==> config.mk <==
export PLATFORM = sky130hd
export DESIGN_NAME = alu_result_stage
export DESIGN_NICKNAME = d
export VERILOG_FILES = /design/src/rtl/alu_result_stage.sv
export SDC_FILE = /design/constraint.sdc
export NUM_CORES = 1
export LEC_CHECK = 0
export CAP_MARGIN = 30
export CORE_MARGIN = 5
export CORE_UTILIZATION = 35
export CTS_CLUSTER_DIAMETER = 100
export DETAILED_ROUTE_END_ITERATION = 6
export PLACE_DENSITY_LB_ADDON = 0.08
export SETUP_SLACK_MARGIN = 0.5
export SLEW_MARGIN = 5
export SYNTH_ARGS = -nofsm -noshare
export SYNTH_HDL_FRONTEND = slang
export SYNTH_SLANG_ARGS = --single-unit
==> constraint.sdc <==
create_clock -name clk -period 2.55 [get_ports clk]
set_input_delay 0.3825 -clock clk [delete_from_list [all_inputs] [get_ports clk]]
set_output_delay 0.3825 -clock clk [all_outputs]
set_load 0.05 [all_outputs]
==> src/rtl/alu_result_stage.sv <==
// ALU result register stage: one-deep valid/ready pipeline slot with HI/LO.
// Optional HI/LO registers are enabled with `define HILO_EN.
//
// Ports:
//   clk, rst         - clock, asynchronous active-high reset
//   in_valid         - upstream ALU word valid
//   in_ready         - stage can accept this cycle
//   result, result2  - ALU primary and high results
//   equal            - ALU x==y flag
//   rd, reg_we       - destination register index and write enable
//   hilo_we          - load HI<=result2 and LO<=result on accept
//   mf_sel           - 01 move-from-HI, 10 move-from-LO, else pass result
//   flush            - drop held and incoming word
//   out_valid        - registered word valid
//   out_ready        - downstream accepts
//   out_data, out_rd, out_we, out_equal - registered word fields
//   hi, lo           - current HI/LO contents (zero without HILO_EN)
//   stall_cnt        - saturating count of out_valid && !out_ready cycles
module alu_result_stage (
    input  logic        clk,
    input  logic        rst,
    input  logic        in_valid,
    output logic        in_ready,
    input  logic [31:0] result,
    input  logic [31:0] result2,
    input  logic        equal,
    input  logic [4:0]  rd,
    input  logic        reg_we,
    input  logic        hilo_we,
    input  logic [1:0]  mf_sel,
    input  logic        flush,
    output logic        out_valid,
    input  logic        out_ready,
    output logic [31:0] out_data,
    output logic [4:0]  out_rd,
    output logic        out_we,
    output logic        out_equal,
    output logic [31:0] hi,
    output logic [31:0] lo,
    output logic [31:0] stall_cnt
);

    logic        accept;
    logic [31:0] sel_data;

    // Slot is free when empty or draining this cycle; flush is not in the
    // path so the handshake stays simple for upstream.
    assign in_ready = !out_valid || out_ready;
    assign accept   = in_valid && in_ready && !flush;

`ifdef HILO_EN
    logic [31:0] hi_q;
    logic [31:0] lo_q;

    always_ff @(posedge clk or posedge rst) begin
        if (rst) begin
            hi_q <= '0;
            lo_q <= '0;
        end else if (accept && hilo_we) begin
            hi_q <= result2;
            lo_q <= result;
        end
    end

    assign hi = hi_q;
    assign lo = lo_q;

    // Move-from reads the HI/LO values present before this edge.
    always_comb begin
        sel_data = result;
        unique case (mf_sel)
            2'b01:   sel_data = hi_q;
            2'b10:   sel_data = lo_q;
            default: sel_data = result;
        endcase
    end
`else
    logic unused_hilo;

    assign unused_hilo = ^{hilo_we, mf_sel, result2};
    assign hi          = '0;
    assign lo          = '0;
    assign sel_data    = result;
`endif

    always_ff @(posedge clk or posedge rst) begin
        if (rst) begin
            out_valid <= 1'b0;
            out_data  <= '0;
            out_rd    <= '0;
            out_we    <= 1'b0;
            out_equal <= 1'b0;
        end else if (flush) begin
            out_valid <= 1'b0;
        end else if (accept) begin
            out_valid <= 1'b1;
            out_data  <= sel_data;
            out_rd    <= rd;
            out_we    <= reg_we;
            out_equal <= equal;
        end else if (out_ready) begin
            out_valid <= 1'b0;
        end
    end

    always_ff @(posedge clk or posedge rst) begin
        if (rst) begin
            stall_cnt <= '0;
        end else if (out_valid && !out_ready && (stall_cnt != '1)) begin
            stall_cnt <= stall_cnt + 32'd1;
        end
    end

endmodule

; ---- Yosys cells after proc, flatten, opt, wreduce, memory -nomap -nowiden
; Cells that the tools add are included.
[totals]
ff_bits = 72
elab_cells = 22
in_bits = 79
[op_classes]
n_mux = 3
bitwise_logic = 1
reduce_logical = 10
n_addsub = 1
n_eq_ne = 1
[ops]
columns = operator, n
row1 = "32-bit by 1-bit adder with 32-bit output, second input constant", 1
row2 = "32-bit != test, second input constant", 1
row3 = 1-bit logical AND, 4
row4 = 1-bit logical NOT, 3
row5 = 1-bit two-way mux, 3
row6 = 3-bit nonzero test, 1
row7 = 2-bit AND reduction, 1
row8 = 1-bit logical OR, 1
row9 = 1-bit inverter, 1

; ---- Longest topological paths before layout
[depth]
ltp_word = 6
mapped_depth = 7

; ---- Worst setup path before layout
; Ideal clock, no wire load.
[synth_path]
kind = register -> register
from = register stall_cnt[11]
to = register stall_cnt[26]
setup_slack_ns = 0.167
required_time_ns = 2.409
synth_period_minus_slack_ns = 2.383
n_path_buf = 0
arrival_ns = 2.242
stages_incl_launch_ff = 6
setup_time_ns = 0.141
path_cell_list = dfrtp_1 -> nand4_2 -> or4_4 -> nor4_2 -> nand3_1 -> xnor2_1
[synth_between]
elab_chain_len = 2
[synth_lines]
columns = item, line_no
row1 = start: declaration, 40  ; output logic [31:0] stall_cnt
row2 = start signal: assignment, 110  ; stall_cnt <= stall_cnt + 32'd1;
row3 = branches (longest 2 deep; another with 32-bit by 1-bit adder with 32-bit output), -
; Several ways; the timed one is not identified.
; A chain may end at the register's enable or synchronous reset.

; ---- Final worst setup path
[layout_path]
from = register stall_cnt[12]
to = register stall_cnt[9]
[layout_between]
elab_chain_len = 2
[layout_lines]
columns = item, line_no
row1 = 32-bit != test, 109  ; end else if (out_valid && !out_ready && (stall_cnt != '1)) begin
row2 = 1-bit logical AND, 109
; Every way passes these cells.

==> metrics.md <==
| Metric | Value |
|---|---|
| Overall die height | 111.5 µm |
| Synth Area in XOR/XNOR | about 7.3% |
| Remaining DRCs | 0 |
| Port bufs | 116 |
| Starting Density | a little over a third |
| Worst VDD drop | 0.3369 mV |
| Most frequent cells in the layout | 109 x clkdlybuf4s50_1, 64 x conb_1, 49 x dfrtp_1 |
| Status | completed |
| Slew margin rel. | 62.13% |
| GRT Util Overall | 13.45% |
| Max cap viols | 0 |
| Pwr dens | 714.2 nW/µm² |
| Cell taking the most area after synthesis | dfrtp_1 |
| Yosys warns | 0 |
| Synth Area in Adders | 0.3469% |
| Total number of vias | 2562 |
| Seq cells post-synth | 72 |
| Sw Ratio | 39.79% |
| Hold Path Class | in -> async |
| Setup TNS | 0 ns |
| CTS clock-pin slew for the worst setup and hold paths | roughly 0.080 ns |
| Routed Antenna Nets | 0 |
| Per-cell routed wire length | ~15 µm |
| Vias/cell | 4.433 |
| Synthesized-area fraction occupied by and/or/nand/nor cells | 12.63% |
| Clk Tree Root Cell | clkbuf_8 |
| Crit path time final | approximately 2 ns |
| Switching power | 1.474 mW |
| Share of layout cells above drive strength 1 | between 20% and 30% |
| Sequential share of the synthesized area | 49.95% |
| Clk Latency, worst-skew pair | 0.34 ns |
| Core Rows | 37 |
| M1 wire length | 4052 µm |
| Final hold vios | 0 |
| Setup Skew | 0.007763 ns |
| Comb pwr share | 36.6% |
| Syn Std Cell Area | 3607 µm² |
| Netlist cell types | 33 |
| DR WL met3 | 571 µm |
| TritonCTS Buffers | 9 |
| Least-Margin Pin Slew | 0.5671 ns |
| Main combinational cell family by area after synthesis | buffers and inverters |
| Synth top area cells | dfrtp_1 50%, buf_4 14%, mux2_2 12% |
| Total power | approximately 3.7 mW |
| Final WL | 8527 µm |
| Final Core Density | 50.91% |
| Nets | 517 |
| Vias in the first global route | 2459 |
| Hold bufs inserted after CTS | 0 |
| Placed instance area | roughly 4900 µm² |
| Fin area | about 5200 µm² |
| Die X | 111.5 µm |
| Final Slew Violations | 0 |
| WL met2 | 3822 µm |
| Clock network power share | 26.0% |
| Final setup viols | 0 |
| H-Tree Depth | 3 |
| Clock buffer depth | 2 |
| Data arrival, critical path | 2.24 ns |
| Non-Filler Instances | 578 |
| Startpoint Class | flop |
| CTS tree | done |
| RSZ-0062 raised after global routing | yes |
| Initial DRC count | 62 |
| # diodes | 0 |
| First-pass GRT wire length | 13520 µm |
| Post-synthesis mux area share | 12.17% |
| Initial antenna violation count | 0 |
| Worst Path Max Fanout | 7 |
| Worst EP required | 2.77 ns |
| Gate Count Post-Synth | 306 |
| Top Layer Used | met4 |
| Largest net degree at the start of global routing | 31 |
| DIE AREA | between 10000 and 15000 µm² |
| Sink Count | 72 |
| Sequential share of power | 37.4% |
| Crit end category | flop |
| DP Cell Count | 556 |
| Global route overflow | 0 |
| Number of top-level pins | 216 |
| WS Path Type | reg -> reg |
| Commonest non-fill, non-tap cell in the layout | clkdlybuf4s50_1 |
| Area Growth Syn to Fin | 43.74% |
| Leakage Power | 2.289 nW |
| Synth Area in Compound Gates | 2.601% |
| Top-area cell type share of the netlist area | 49.95% |
| Final setup margin | 0.5356 ns |
| Cell-internal power | approximately 2.2 mW |
| 1st-pass router iterations | 4 |
| Pre-CTS setup slack | 0.2744 ns |
| Core area | 10180 µm² |
| Final period util | 78.99% |
| Hold slack | approximately 0.47 ns |
| F_max | about 500 MHz |
| Final HPWL DP | roughly 6500 µm |
| Avg Cell Area, Syn | roughly 12 µm² |
| Routability cong. | 0.7377 |
==> sequential cells by signal, summed over array words and instances, names as in the netlist <==
register	count
out_we	1
out_rd	5
out_valid	1
out_equal	1
stall_cnt	32
out_data	32
==> synth_stat cells, drive strengths merged <==
cell type and number:
dfrtp 72, and3 7, buf 67, and4 2
nor2 10, ha 1, mux2 39, nand3 20
xor2 14, conb 1, clkbuf 6, o31ai 1
nor2b 1, a21oi 1, o41ai 1, o2111a 1
inv 3, o31a 1, o41a 1, nand4 10
xnor2 16, and2 1, nand2 13, nor3b 1
nor3 7, or4 1, nor4 7, a31o 1
==> what timing repair did <==
action                                  in CTS  in global routing
pin swaps                                    2                  3
resized for setup                            5                 15
endpoints found under the setup margin      18                 21
setup buffers                                3                  3
hold endpoints to repair                     0                  0
==> cell families after synthesis <==
| kind of cell | after synthesis |
|---|---|
| multiplexers | 39 |
| buffers and inverters | 76 |
| adder cells (fa/ha/maj) | 1 |
| XOR/XNOR | 30 |
| flip-flops | 72 |
| other | 1 |
| AO/OA/AOI/OAI | 7 |
| AND/OR/NAND/NOR | 80 |
==> critical path, cell delays in order, from the launching register on <==
cell and delay [ns]:
dfrtp_2 0.42, nand4_4 0.17, or4_4 0.61, o31ai_4 0.29, buf_6 0.20, nor3_2 0.05, xor2_1 0.15
==> cell type report <==
| class | instances | area [µm²] |
|---|---|---|
| clock buffers | 11 | 151.4 |
| clock inverters | 5 | 62.56 |
| fillers | 922 | 5000 |
| inverters | 3 | 15.01 |
| multi-input cells | 221 | 1648 |
| flip-flops and latches | 72 | 1831 |
| well taps | 136 | 170.2 |
| repair buffers | 130 | 1308 |
==> power groups by stage <==
stage                     combinational (mW)  clock, mW  sequential, mW
after floorplan                        0.503          0            1.90
after global placement                  1.35          0            1.41
after detailed placement                1.36          0            1.41
after CTS                               1.36       1.00            1.39
after global routing                    1.41       1.05            1.41
final                                   1.35      0.964            1.39
==> metal layers <==
metal  track usage [%]  up-vias
met5                 0        -
met4             3.893        0
met3             4.293       10
met2             20.27      107
met1             18.60     1251
li1                  -     1194
==> path summary, 6_finish.rpt <==
| kind | startpoint | to | slack, ns | depth (start not counted) |
|---|---|---|---|---|
| setup / recovery | stall_cnt[12]$_DFFE_PP0P_ | stall_cnt[9]$_DFFE_PP0P_ | 0.54 | 6 |
| hold / removal | rst | out_data[6]$_DFFE_PP0P_ | 0.47 | 2 |
| setup reg to reg | stall_cnt[12]$_DFFE_PP0P_ | stall_cnt[9]$_DFFE_PP0P_ | 0.54 | 6 |
| hold reg to reg | stall_cnt[30]$_DFFE_PP0P_ | stall_cnt[30]$_DFFE_PP0P_ | 0.49 | 1 |
| max in group asynchronous | rst | stall_cnt[17]$_DFFE_PP0P_ | 1.57 | 3 |
| min in group clk | stall_cnt[30]$_DFFE_PP0P_ | stall_cnt[30]$_DFFE_PP0P_ | 0.49 | 1 |
No activity file was read; power rests on OpenSTA's default activity.
